--- config.mk ---
export PLATFORM = sky130hd
export DESIGN_NAME = wb_regfile
export DESIGN_NICKNAME = d
export VERILOG_FILES = /design/src/rtl/mips_pkg.sv /design/src/rtl/wb_select.sv /design/src/rtl/wb_regfile.sv
export SDC_FILE = /design/constraint.sdc
export NUM_CORES = 2
export LEC_CHECK = 0
export CAP_MARGIN = 0
export CORE_MARGIN = 1.5
export CORE_UTILIZATION = 47
export CTS_CLUSTER_DIAMETER = 50
export DETAILED_ROUTE_END_ITERATION = 8
export GPL_TIMING_DRIVEN = 0
export HOLD_SLACK_MARGIN = 0.1
export PLACE_DENSITY = 0.7
export SLEW_MARGIN = 20
export SYNTH_ARGS = -nofsm -noshare
export SYNTH_HDL_FRONTEND = slang
export SYNTH_SLANG_ARGS = --single-unit
--- constraint.sdc ---
create_clock -name clk -period 3.5 [get_ports clk]
set_input_delay 0.7 -clock clk [delete_from_list [all_inputs] [get_ports clk]]
set_output_delay 0.7 -clock clk [all_outputs]
set_load 0.1 [all_outputs]
--- src/rtl/mips_pkg.sv ---
// Shared pipeline constants used by the MEM/WB latch, the forwarding unit and writeback.
package mips_pkg;

  localparam int unsigned DATA_W   = 32;
  localparam int unsigned ADDR_W   = 5;
  localparam int unsigned NUM_REGS = 32;

  // Bit positions inside the 2-bit WB control bundle {RegWrite, MemtoReg}.
  localparam int unsigned CTRL_WB_REGWRITE = 1;
  localparam int unsigned CTRL_WB_MEMTOREG = 0;

  localparam logic [4:0] REG_ZERO = 5'd0;

endpackage

--- src/rtl/wb_select.sv ---
// Writeback value mux and write-enable qualification.
module wb_select
  import mips_pkg::*;
#(
  parameter int unsigned DATA_W = mips_pkg::DATA_W,
  parameter int unsigned ADDR_W = mips_pkg::ADDR_W
) (
  input  logic              rst,
  input  logic [1:0]        wb_control,
  input  logic [DATA_W-1:0] wb_read_data,
  input  logic [DATA_W-1:0] wb_alu_result,
  input  logic [ADDR_W-1:0] wb_write_reg,
  output logic [DATA_W-1:0] wb_write_data,
  output logic              wb_write_en
);

  // Pick load data or ALU result; writes to r0 and writes during reset never commit.
  always_comb begin
    wb_write_data = wb_control[CTRL_WB_MEMTOREG] ? wb_read_data : wb_alu_result;
    wb_write_en   = wb_control[CTRL_WB_REGWRITE] && (wb_write_reg != ADDR_W'(REG_ZERO)) && !rst;
  end

endmodule

--- src/rtl/wb_regfile.sv ---
// Writeback stage: commits the selected value into the register file, serves two bypassed
// ID read ports, a registered debug port and a committed-write counter.
module wb_regfile
  import mips_pkg::*;
#(
  parameter int unsigned DATA_W   = mips_pkg::DATA_W,
  parameter int unsigned ADDR_W   = mips_pkg::ADDR_W,
  parameter int unsigned NUM_REGS = mips_pkg::NUM_REGS,
  parameter int unsigned CNT_W    = 32
) (
  input  logic              clk,
  input  logic              rst,
  input  logic [1:0]        wb_control,
  input  logic [DATA_W-1:0] wb_read_data,
  input  logic [DATA_W-1:0] wb_alu_result,
  input  logic [ADDR_W-1:0] wb_write_reg,
  input  logic [ADDR_W-1:0] rs_addr,
  input  logic [ADDR_W-1:0] rt_addr,
  output logic [DATA_W-1:0] rs_data,
  output logic [DATA_W-1:0] rt_data,
  input  logic [ADDR_W-1:0] dbg_addr,
  output logic [DATA_W-1:0] dbg_data,
  output logic [DATA_W-1:0] wb_write_data,
  output logic              wb_write_en,
  output logic [CNT_W-1:0]  retire_count
);

  logic [DATA_W-1:0] regs [NUM_REGS];

  wb_select #(
    .DATA_W (DATA_W),
    .ADDR_W (ADDR_W)
  ) u_wb_select (
    .rst           (rst),
    .wb_control    (wb_control),
    .wb_read_data  (wb_read_data),
    .wb_alu_result (wb_alu_result),
    .wb_write_reg  (wb_write_reg),
    .wb_write_data (wb_write_data),
    .wb_write_en   (wb_write_en)
  );

  // Same-cycle write-through so the ID stage never sees a stale WB value.
  function automatic logic [DATA_W-1:0] read_port(input logic [ADDR_W-1:0] addr);
    if (rst || addr == ADDR_W'(REG_ZERO)) begin
      return '0;
    end else if (wb_write_en && wb_write_reg == addr) begin
      return wb_write_data;
    end else begin
      return regs[addr];
    end
  endfunction

  // Combinational ID read ports, resolved independently.
  always_comb begin
    rs_data = read_port(rs_addr);
    rt_data = read_port(rt_addr);
  end

  // Register commit, debug snapshot (pre-commit, no bypass) and retire counter.
  always_ff @(posedge clk) begin
    if (rst) begin
      for (int i = 0; i < int'(NUM_REGS); i++) begin
        regs[i] <= '0;
      end
      dbg_data     <= '0;
      retire_count <= '0;
    end else begin
      if (wb_write_en) begin
        regs[wb_write_reg] <= wb_write_data;
        retire_count       <= retire_count + CNT_W'(1);
      end
      dbg_data <= (dbg_addr == ADDR_W'(REG_ZERO)) ? '0 : regs[dbg_addr];
    end
  end

endmodule

==> impl_metrics.py <==
metrics = {
    "sta": {
        "finalSetupViolCount": 191,
        "slew_violations": 0,
        "clock_skew_ps": 29.3,
        "hold_viol": 0,
        "fmax_ghz": 0.244,
        "min_period_ps": 4100,
        "setup_slack_ps": -604,
        "slew_headroom": 0.0560,
        "worst_pin_slew_ps": 1420,
        "period_share": 1.17,
        "rsz0062_at_grt": "true",
    },
    "pwr": {
        "peakVddDrop_uv": 497,
        "fin_total_pwr_mw": 39.6,
        "power_density_mw_per_mm2": 493,
        "p_leak_nw": 28.3,
    },
    "yosys": {
        "synth_enable_flop_cells": 1024,
        "ys_ff_latch": 1088,
        "avgSynthCellArea_um2": 12.9,
        "synth_area_mm2": 0.0638,
        "synthFlopType": "edfxtp_1",
        "ys_warn_count": 0,
        "synth_area_leaders": "edfxtp_1, mux4_2, mux2i_1",
        "synth_top_cell_area_share": 0.482,
        "yosysSeqAreaShare": 0.502,
        "synthDistinctLibCells": 55,
        "syn_inst": 4947,
        "async_flop_share": 0,
        "post-synth-top-area-cell": "edfxtp_1",
    },
    "setup_path": {
        "worst-endpoint-arrival_ps": 4600,
        "crit_path_end": "regs[5][20]",
        "reg2regPathDepth": 7,
        "r2r_slack_ps": 900,
        "reg2reg_to": "retire_count[28]",
        "startpoint": "rst",
        "crit_type": "input port to flip-flop",
        "end_kind": "flip-flop",
        "cp_max_fo": 23,
        "cp.required_ps": 3990,
        "critPathLaunchType": "input port",
        "r2r_start": "retire_count[0]",
    },
    "drt": {
        "wirelength_um": 332000,
        "drtIter0Drc": 10771,
        "drc": 0,
        "antenna_left": 0,
        "routed-via-count": 54968,
        "routedWlPerCell_um": 44.8,
        "dr.pass1.iters": 8,
        "vias_per_cell": 7.42,
    },
    "layout": {
        "finish.utilization": 0.594,
        "fin_area_mm2": 0.0803,
        "n_fill_cell": 10616,
        "area_delta_synth_final_pct": 25.8,
        "final_net_count": 5597,
        "final_layout_size_suffix_gt1_frac": 0.317,
    },
    "grt": {
        "grtUsageTotal": 0.478,
        "grt_pass1_vias": 52287,
        "antenna_found_initial": 17,
        "grt_overflow": 0,
        "grt_pass1_wl_um": 438000,
        "grt_max_degree": 33,
    },
    "clock_tree": {
        "cts_buffers": 139,
        "cts_htree_levels": 4,
        "clk_pin_slew_ps": 60,
        "cts_buffer_depth": 3,
        "cts.hold.buffers_added": 0,
        "clk_latency_ps": 820,
        "cts_tree": "done",
        "cts_sinks": 1088,
        "cts_root_buf": "clkbuf_16",
    },
    "floorplanning": {
        "boundaryPins": 249,
        "die_height_um": 372,
        "core_area_mm2": 0.135,
        "initial_utilization": 0.472,
        "chipWidth_um": 372,
        "rows": 135,
        "die_area_mm2": 0.138,
    },
    "status": {
        "status": "finished, violations left",
        "violations": "negative setup slack",
    },
    "place": {
        "gp_congestion": 1.08,
        "hpwl_um": 240000,
        "io_buffers": 234,
        "placed_cell_area_mm2": 0.0702,
    },
    "hold_path": {
        "min_path_type": "flip-flop to flip-flop",
    },
    "job": {
        "cap_violations": 0,
    },
}
[cells by family after synthesis]
logic type	count (synthesis)	synth area share
buffers and inverters	589	0.0370
adders and majority gates	1	0.000196
xor gates and xnor gates	24	0.00329
other	1	0.0000587
and+or+nand+nor	1354	0.0833
muxes	1120	0.290
AOI/OAI and AO/OA	770	0.0842
DFF	1088	0.502
[report_power, final]
| group | internal (mW) | switching, mW | leakage [nW] |
|---|---|---|---|
| logic | 3.16 | 5.97 | 15.8 |
| clock network | 8.86 | 6.12 | 2.27 |
| registers | 15.0 | 0.552 | 10.3 |
| total | 27.0 | 12.6 | 28.3 |
[synthesized netlist by cell type, types with 3 or more instances]
master        n
nor2_1     1115
edfxtp_1   1024
mux4_2      574
mux2i_1     439
clkbuf_1    384
o21ai_0     181
nand2_1     151
buf_2       114
a21oi_1     113
mux2_2      107
a22oi_1      97
o221ai_1     76
a221oi_1     66
dfxtp_1      64
o22ai_1      64
buf_1        44
inv_1        44
o211ai_1     33
a221o_1      32
o21a_1       22
a311o_1      20
a32o_1       20
xnor2_1      14
a31oi_1      13
or3_1        13
a21bo_2      12
a2bb2oi_1    12
nand3_1      10
xor2_1       10
and2_0        8
nand4_1       8
nor3_1        8
or4_1         7
and2_1        6
nor2b_1       6
nor4_1        6
o31ai_1       4
or3_2         4
and3_1        3
[worst max-delay path: stages]
cell and delay (ps):
clkbuf_2 270, clkbuf_2 420, nor3_2 1080, nand2_1 740, clkbuf_1 580, nand2_2 480
buf_12 270
[flip-flops by register name, indices dropped and copies added (netlist names)]
| signal | count |
|---|---|
| regs | 1024 |
| retire_count | 32 |
| dbg_data | 32 |
[worst min-delay path by stage]
stage                     startpoint                to  slack [ps]  cells past startpoint
finish              retire_count[31]  retire_count[31]         500                      2
global route        retire_count[31]  retire_count[31]         520                      2
CTS                 retire_count[31]  retire_count[31]         500                      2
detailed placement  retire_count[31]  retire_count[31]         480                      2
global placement    retire_count[31]  retire_count[31]         480                      2
floorplan               regs[14][14]      dbg_data[14]         730                      3
[layer usage]
layer | routed length [um] | share of wire | up-vias | GRT usage
met2 | 136000 | 0.41 | 5731 | 0.663
met4 | 41100 | 0.12 | 14 | 0.476
met1 | 103000 | 0.31 | 27326 | 0.556
met3 | 50700 | 0.15 | 1401 | 0.181
met5 | 539 | 0.0016 | - | 0.0220
li1 | - | - | 20496 | -
[metrics by stage]
stage | worst slack [ps] | TNS, ps | hold WS (ps) | cells
floorplan | -101 | -4000 | 728 | 4978
global placement | -3940 | -3113730 | 475 | 6993
detailed placement | -3930 | -1624230 | 484 | 7028
CTS | -434 | -18030 | 500 | 7332
global route | -436 | -39220 | 520 | 7400
finish | -604 | -53710 | 501 | 7405
[layout make-up]
| cell class | count | area, um^2 | share of cell area |
|---|---|---|---|
| Clock buffer | 164 | 3780 | 0.0471 |
| Antenna cell | 5 | 12.5 | 0.000156 |
| Multi-Input combinational cell | 3301 | 32100 | 0.400 |
| Sequential cell | 1088 | 32000 | 0.399 |
| Tap cell | 1781 | 2230 | 0.0277 |
| Timing Repair Buffer | 393 | 5050 | 0.0628 |
| Clock inverter | 88 | 905 | 0.0113 |
| Inverter | 46 | 195 | 0.00243 |
| Buffer | 539 | 4030 | 0.0501 |
[timing repair]
action | 4_1_cts | 5_1_grt
setup endpoints to repair | 853 | 186
pin swaps | 37 | 57
buffers inserted | 46 | 68
resized for setup | 1381 | 174
cloned | 8 | 4
[cells in the final DEF, fill, tap and decap left out, drive strengths merged, types with 16 or more instances in the layout]
cell / count
a21oi: 113
a221o: 32
a221oi: 66
a22oi: 97
a311o: 20
a32o: 20
buf: 385
clkbuf: 546
clkdlybuf4s15: 17
clkdlybuf4s50: 132
clkinv: 50
conb: 32
dfxtp: 64
dlygate4sd2: 16
edfxtp: 1024
inv: 54
mux2: 107
mux2i: 439
mux4: 574
nand2: 151
nor2: 1115
o211ai: 33
o21a: 22
o21ai: 182
o221ai: 76
o22ai: 64
or3: 17
Note: power is estimated with default switching activity, not from simulation.
